<file path="src/rtl/display_scanner.sv">
// display_scanner: time-multiplexed scan of a 4-digit hex display.
// A prescaler sets how long each digit stays lit. New values are queued
// in a pending register and only copied into the displayed value at a
// frame boundary, so a frame never shows a mix of old and new digits.
//
// state | meaning
// SCAN0 | digit 0 (rightmost) enabled
// SCAN1 | digit 1 enabled
// SCAN2 | digit 2 enabled
// SCAN3 | digit 3 enabled; its last tick is the frame boundary
module display_scanner #(
  parameter int unsigned DIV      = 50000,
  parameter bit          BLANK_LZ = 1'b1
) (
  input  logic        clk,
  input  logic        rst_n,
  input  logic [15:0] valor,
  input  logic        load,
  output logic [3:0]  dado,
  output logic [3:0]  digit_en_n,
  output logic        blank,
  output logic        frame_done
);

  typedef enum logic [1:0] {SCAN0, SCAN1, SCAN2, SCAN3} scan_e;

  localparam int unsigned     CW = 20;
  localparam logic [CW-1:0]   TC = CW'(DIV - 1);

  logic [CW-1:0] cnt_q, cnt_d;
  scan_e         state_q, state_d;
  logic [15:0]   disp_q, disp_d;
  logic [15:0]   pend_q, pend_d;
  logic          pflag_q, pflag_d;
  logic          fdone_q, fdone_d;

  logic          tick;
  logic          boundary;

  assign tick     = (cnt_q == TC);
  assign boundary = tick && (state_q == SCAN3);

  // Registers: prescaler, scan state, display/pending values, frame pulse.
  always_ff @(posedge clk or negedge rst_n) begin
    if (!rst_n) begin
      cnt_q   <= '0;
      state_q <= SCAN0;
      disp_q  <= '0;
      pend_q  <= '0;
      pflag_q <= 1'b0;
      fdone_q <= 1'b0;
    end else begin
      cnt_q   <= cnt_d;
      state_q <= state_d;
      disp_q  <= disp_d;
      pend_q  <= pend_d;
      pflag_q <= pflag_d;
      fdone_q <= fdone_d;
    end
  end

  // Next-state: prescaler wrap, digit rotation on tick, load queueing and
  // the frame-boundary commit (a load on the boundary edge itself wins).
  always_comb begin
    cnt_d   = tick ? '0 : cnt_q + 1'b1;
    state_d = state_q;
    disp_d  = disp_q;
    pend_d  = pend_q;
    pflag_d = pflag_q;
    fdone_d = 1'b0;

    if (tick) begin
      case (state_q)
        SCAN0:   state_d = SCAN1;
        SCAN1:   state_d = SCAN2;
        SCAN2:   state_d = SCAN3;
        SCAN3:   state_d = SCAN0;
        default: state_d = SCAN0;
      endcase
    end

    if (boundary) begin
      if (load) begin
        disp_d = valor;
      end else if (pflag_q) begin
        disp_d = pend_q;
      end
      pflag_d = 1'b0;
      fdone_d = 1'b1;
    end else if (load) begin
      pend_d  = valor;
      pflag_d = 1'b1;
    end
  end

  logic [1:0]  idx;
  logic [15:0] disp_sh;
  logic        blank_c;

  assign idx     = state_q;
  assign disp_sh = disp_q >> {idx, 2'b00};

  // Output decode purely from registers: current nibble, enable, blanking.
  always_comb begin
    blank_c = 1'b0;
    case (state_q)
      SCAN0:   blank_c = 1'b0;
      SCAN1:   blank_c = (disp_q[15:4] == 12'h000);
      SCAN2:   blank_c = (disp_q[15:8] == 8'h00);
      SCAN3:   blank_c = (disp_q[15:12] == 4'h0);
      default: blank_c = 1'b0;
    endcase
    blank_c = blank_c && BLANK_LZ;

    blank      = blank_c;
    dado       = blank_c ? 4'h0 : disp_sh[3:0];
    digit_en_n = blank_c ? 4'b1111 : ~(4'b0001 << idx);
    frame_done = fdone_q;
  end

endmodule

</file>
<file path="config.mk">
export PLATFORM = sky130hd
export DESIGN_NAME = display_scanner
export DESIGN_NICKNAME = d
export VERILOG_FILES = /design/src/rtl/display_scanner.sv
export SDC_FILE = /design/constraint.sdc
export NUM_CORES = 1
export LEC_CHECK = 0
export CORE_ASPECT_RATIO = 1.25
export CORE_UTILIZATION = 56
export CTS_CLUSTER_DIAMETER = 120
export DETAILED_ROUTE_END_ITERATION = 8
export HOLD_SLACK_MARGIN = 0.1
export PLACE_DENSITY = 0.9
export REMOVE_ABC_BUFFERS = 1
export SYNTH_ARGS = -nofsm -noshare
export SYNTH_HDL_FRONTEND = slang
export SYNTH_SLANG_ARGS = --single-unit
</file>
<file path="constraint.sdc">
create_clock -name clk -period 2.55 [get_ports clk]
set_input_delay 0.51 -clock clk [delete_from_list [all_inputs] [get_ports clk]]
set_output_delay 0.51 -clock clk [all_outputs]
set_load 0.05 [all_outputs]
</file>
After elaboration in Yosys (flattened, before gate mapping):

Cells that the tools add are included.

* register bits after elaboration: 56
* word-level logic and storage cells: 34

* reductions and logical operators: 9
* eq/ne operators: 4
* bitwise logic cells: 2
* muxes and demuxes: 10
* add/sub/neg operators: 1
* shift operators: 2

Operator list (count)
* 16-bit two-way mux: 2
* 20-bit by 1-bit adder with 20-bit output, second input constant: 1
* 20-bit by 16-bit == test with 1-bit output, second input constant: 1
* 20-bit two-way mux: 1
* 16-bit by 4-bit right shift with 4-bit output: 1
* 12-bit zero test: 1
* 8-bit zero test: 1
* 4-bit two-way mux: 2
* 2-bit one-hot mux with 4 select lines: 1
* 2-bit == test, second input constant: 2
* 4-bit zero test: 1
* 4-bit NOT: 1
* 1-bit one-hot mux with 4 select lines: 1
* 2-bit AND reduction: 2
* 2-bit nonzero test: 2
* 1-bit by 2-bit << shifter with 4-bit output, first input constant: 1
* 1-bit two-way mux: 3
* 2-bit by 1-bit == test with 1-bit output, second input constant: 1
* 2-bit zero test: 1
* 1-bit logical AND: 1
* 1-bit NOT: 1

Longest topological paths before layout:

* depth after elaboration: 4
* mapped depth: 7

Worst setup path before layout:

Ideal clock, no wire load.

* path type: register to output
* start point: reg state_q[0] (netlist: idx[0])
* end point: out dado[0]
* data arrival time: 2467 ps
* path slack: -427 ps
* path buffers: 1
* stages on the path, launching flop included: 7
* cells stage by stage: dfrtp_1 -> clkbuf_1 -> inv_1 -> ha_1 -> a21o_1 -> a21o_1 -> a21boi_0

* cells in the longest elaborated chain, start to end: 3

Ends and longest elaborated chain
* from (decl): line 31 `scan_e state_q, state_d;`
* from (signal assigned): line 54 `state_q <= state_d;`
* 2-bit == test (tied with other cells): line 106 `case (state_q)`
* 1-bit one-hot mux with 4 select lines: line 106
* 4-bit two-way mux *: line 116 `dado = blank_c ? 4'h0 : disp_sh[3:0];`
* to (decl): line 19 `output logic [3:0] dado,`

Every way passes the cells marked *; elsewhere a longest branch is shown, timed or not.

Worst setup path after layout:

* start point: reg state_q[0] (netlist: idx[0])
* end point: out dado[2]

The elaborated chain is that of the path after synthesis.

==> results.sh <==
export IMPL_area_growth_syn_to_layout_pct=19.38
export IMPL_ctsRootBufferMaster="clkbuf_8"
export IMPL_timing_hold_violations_final=0
export IMPL_power_leakage_uw=0.001467
export IMPL_route_vias_total=2224
export IMPL_num_antenna_cells=0
export IMPL_globalRoute_totalOverflow=0
export IMPL_timing_fmax_ghz=0.4115
export IMPL_start_kind="register"
export IMPL_vdd_ir_drop_max_v=0.0003212
export IMPL_drt_wirelength_per_cell_um=17.20
export IMPL_timing_worst_setup_path_type="register to output port"
export IMPL_dieHeight_um=81.73
export IMPL_post_route_min_period_ps=2430
export IMPL_synth_cell_type_count=37
export IMPL_yosysWarnings=0
export IMPL_grt_pass1_vias=2101
export IMPL_grt_setup_unrepaired="false"
export IMPL_cts_root_to_sink_buffers=2
export IMPL_groute_usage_overall_pct=25.05
export IMPL_synth_top_cells_by_area="dfrtp_1 49%, mux2_2 6.7%, xnor2_1 3.4%"
export IMPL_number_of_nets_with_antenna_violations_after_detailed_routing=0
export IMPL_top_level_ports=29
export IMPL_tritoncts="yes"
export IMPL_critical_path_s_most_frequent_cell="a21o_1"
export IMPL_crit_chain="buf_4 > ha_1 > a21o_1 > a21o_1 > a21boi_1 > buf_12"
export IMPL_synth_top_area_share_pct=49.21
export IMPL_initial_antenna_violation_count=0
export IMPL_drc_errors=0
export IMPL_place_port_buffers=28
export IMPL_crit_family="compound AO/OA/AOI/OAI gates"
export IMPL_synth_area_per_cell_um2=10.83
export IMPL_nFillCells=317
export IMPL_timing_critical_path_slowest_cell_delay_ps=380
export IMPL_maxSlewViolCount=0
export IMPL_routed_via_density=6.195
export IMPL_power_per_cell_area_nw_per_um2=480.2
export IMPL_wirelength_um=6174
export IMPL_number_of_buffers_created_by_cts=5
export IMPL_report_power_total_uw=1632
export IMPL_placeableCoreArea_um2=4800
export IMPL_post_route_period_util_pct=95.31
export IMPL_starting_density_of_the_core_pct=59.33
export IMPL_number_of_maximum_capacitance_constraint_violations=0
export IMPL_setup_tns_final_ps=0
export IMPL_worst_slew_pin_transition_ps=760.7
export IMPL_outcome="finished, final reports clean"
export IMPL_post_route_skew_ps=14.59
export IMPL_yosysSeqAreaShare_pct=49.21
export IMPL_clock_latency_ps=310
export IMPL_endpoint_kind_of_the_worst_setup_timing_path="output port"
export IMPL_fin_nets=324
export IMPL_wire_length_of_the_first_global_routing_pass_um=10130
export IMPL_timing_hold_worst_class="input pin to asynchronous set/reset pin"
export IMPL_critPathMaxFanout=6
export IMPL_timing_max_slew_rel_slack_pct=49.29
export IMPL_numClockSinks=56
export IMPL_rows=28
export IMPL_globalplace_congestion=0.8914
export IMPL_critical_path_slowest_cell="dfrtp_1"
export IMPL_layout_cells_non_filler=359
export IMPL_die_width_um=65.78
export IMPL_drtIter0Drc=177
export IMPL_grt_max_degree=36
export IMPL_clk_pin_slew_ps=100
export IMPL_required_arrival_time_at_the_worst_endpoint_ps=2040
export IMPL_synth_ff_latch_count=56
export IMPL_synth_top_area_cell="dfrtp_1"
export IMPL_postSynthCellCount=263
export IMPL_drive_above_1_share_pct=19.06
export IMPL_placedCellCount=352
export IMPL_cts_htree_levels=2
export IMPL_cp_num_buf_inv=2
export IMPL_hpwl_um=4377
export IMPL_detailedRoute_firstPassIterationCount=4
export IMPL_timing_critical_path_arrival_ps=1920
export IMPL_finalSetupViolations=0
export IMPL_post_syn_area_um2=2848
export IMPL_die_area_um2=5376
cell families after synthesis:
kind of cell	count (synthesis)	share of synthesized area [%]
flops	56	49.21
mux	22	10.24
compound gates	50	12.48
fa+ha+maj	6	2.636
xor+xnor	17	5.228
simple gates	75	14.81
buf+inv	37	5.404
through the flow:
| stage | setup slack (ps) | cell area, um^2 | util (%) | hold slack (ps) |
|---|---|---|---|---|
| 2_1_floorplan | -288.7 | 2784 | - | 214.4 |
| 3_3_place_gp | 359.6 | 3317 | 69.11 | 453.6 |
| 3_5_place_dp | 283.5 | 3317 | 69.11 | 460.9 |
| 4_1_cts | 51.96 | 3398 | 70.80 | 290.4 |
| 5_1_grt | 23.10 | 3400 | 70.83 | 324.6 |
| 6_report | 119.6 | 3400 | 70.83 | 261.9 |
worst register-to-register path, delay by kind of cell, from the launching register on:
kind            cells  cell delay (ps)
simple gates        3             1190
compound gates      1              210
flops               1              410
buf+inv             1              230
fa+ha+maj           1              220
cells in the final DEF, fill, tap and decap left out, types with 2 or more instances in the layout:
cell / netlist / final
o32ai_1: 6 / 6
buf_12: 0 / 8
a21oi_1: 8 / 8
inv_1: 23 / 23
nand4_1: 7 / 7
o21ai_0: 11 / 9
ha_1: 6 / 6
buf_4: 1 / 15
nand3b_1: 6 / 6
mux4_2: 4 / 4
a21boi_1: 0 / 4
xnor2_1: 11 / 11
nand2_1: 10 / 10
xor2_1: 6 / 6
o21ai_1: 0 / 2
a2bb2oi_1: 10 / 10
a221oi_1: 6 / 6
nor4_1: 7 / 7
clkdlybuf4s50_1: 0 / 18
a21o_1: 3 / 3
and3_1: 2 / 2
nor2_1: 15 / 15
and4_1: 2 / 2
clkbuf_8: 0 / 5
nor3_1: 7 / 7
dfrtp_1: 56 / 55
mux2_2: 17 / 17
nand3_1: 13 / 13
worst paths after layout:
path	start	end	slack (ps)	cells past startpoint
worst max-delay path	idx[0]	dado[2]	120	6
worst min-delay path	rst_n	pend_q[14]	260	1
worst max register to register	cnt_q[0]	disp_q[8]	230	6
worst min register to register	cnt_q[19]	cnt_q[19]	480	1
max in group asynchronous	rst_n	disp_q[12]	1620	2
min in group clk	cnt_q[19]	cnt_q[19]	480	1
repair_timing:
item / in CTS / in global routing
hold buffers: 0 / 0
buffers inserted: 0 / 0
resized for setup: 4 / 3
pin swaps: 0 / 0
endpoints found under the setup margin: 4 / 6
routing by layer:
layer,vias to the layer above,track usage (%),share of wire (%)
met5,-,0,0
met4,0,9.348,2.4
met1,1097,31.86,41
met3,17,4.028,4.3
met2,88,42.76,52
li1,1022,-,-
synthesized netlist by cell type, drive strengths merged:
master,number
dfrtp,56
inv,23
mux2,17
nor2,15
nand3,13
o21ai,11
xnor2,11
a2bb2oi,10
nand2,10
nor4,9
a21oi,8
clkbuf,8
nand4,7
nor3,7
a221oi,6
ha,6
nand3b,6
o32ai,6
xor2,6
buf,5
a21boi,4
mux4,4
a21o,3
and3,2
and4,2
or4,2
a31o,1
and2,1
clkinv,1
mux2i,1
nor2b,1
o22ai,1
flip-flops by register name (all words and copies together) (netlist names):
signal and flops:
cnt_q 20, idx 2, frame_done 1, pflag_q 1, disp_q 16, pend_q 16
area by class of cell:
| cell class | count | area (um^2) | share of cell area (%) |
|---|---|---|---|
| Clock inverter | 2 | 12.51 | 0.3681 |
| Multi-Input combinational cell | 170 | 1292 | 38.02 |
| Clock buffer | 5 | 68.82 | 2.024 |
| Inverter | 24 | 90.09 | 2.650 |
| Timing Repair Buffer | 42 | 457.9 | 13.47 |
| Sequential cell | 56 | 1403 | 41.26 |
| Tap cell | 60 | 75.07 | 2.208 |
power breakdown:
group / internal, uW / total, uW / switching [uW]
combinational: 108 / 202 / 93.7
clock: 187 / 470 / 283
sequential: 930 / 960 / 30.3
total: 1230 / 1630 / 407
No activity file was read; power rests on OpenSTA's default activity.
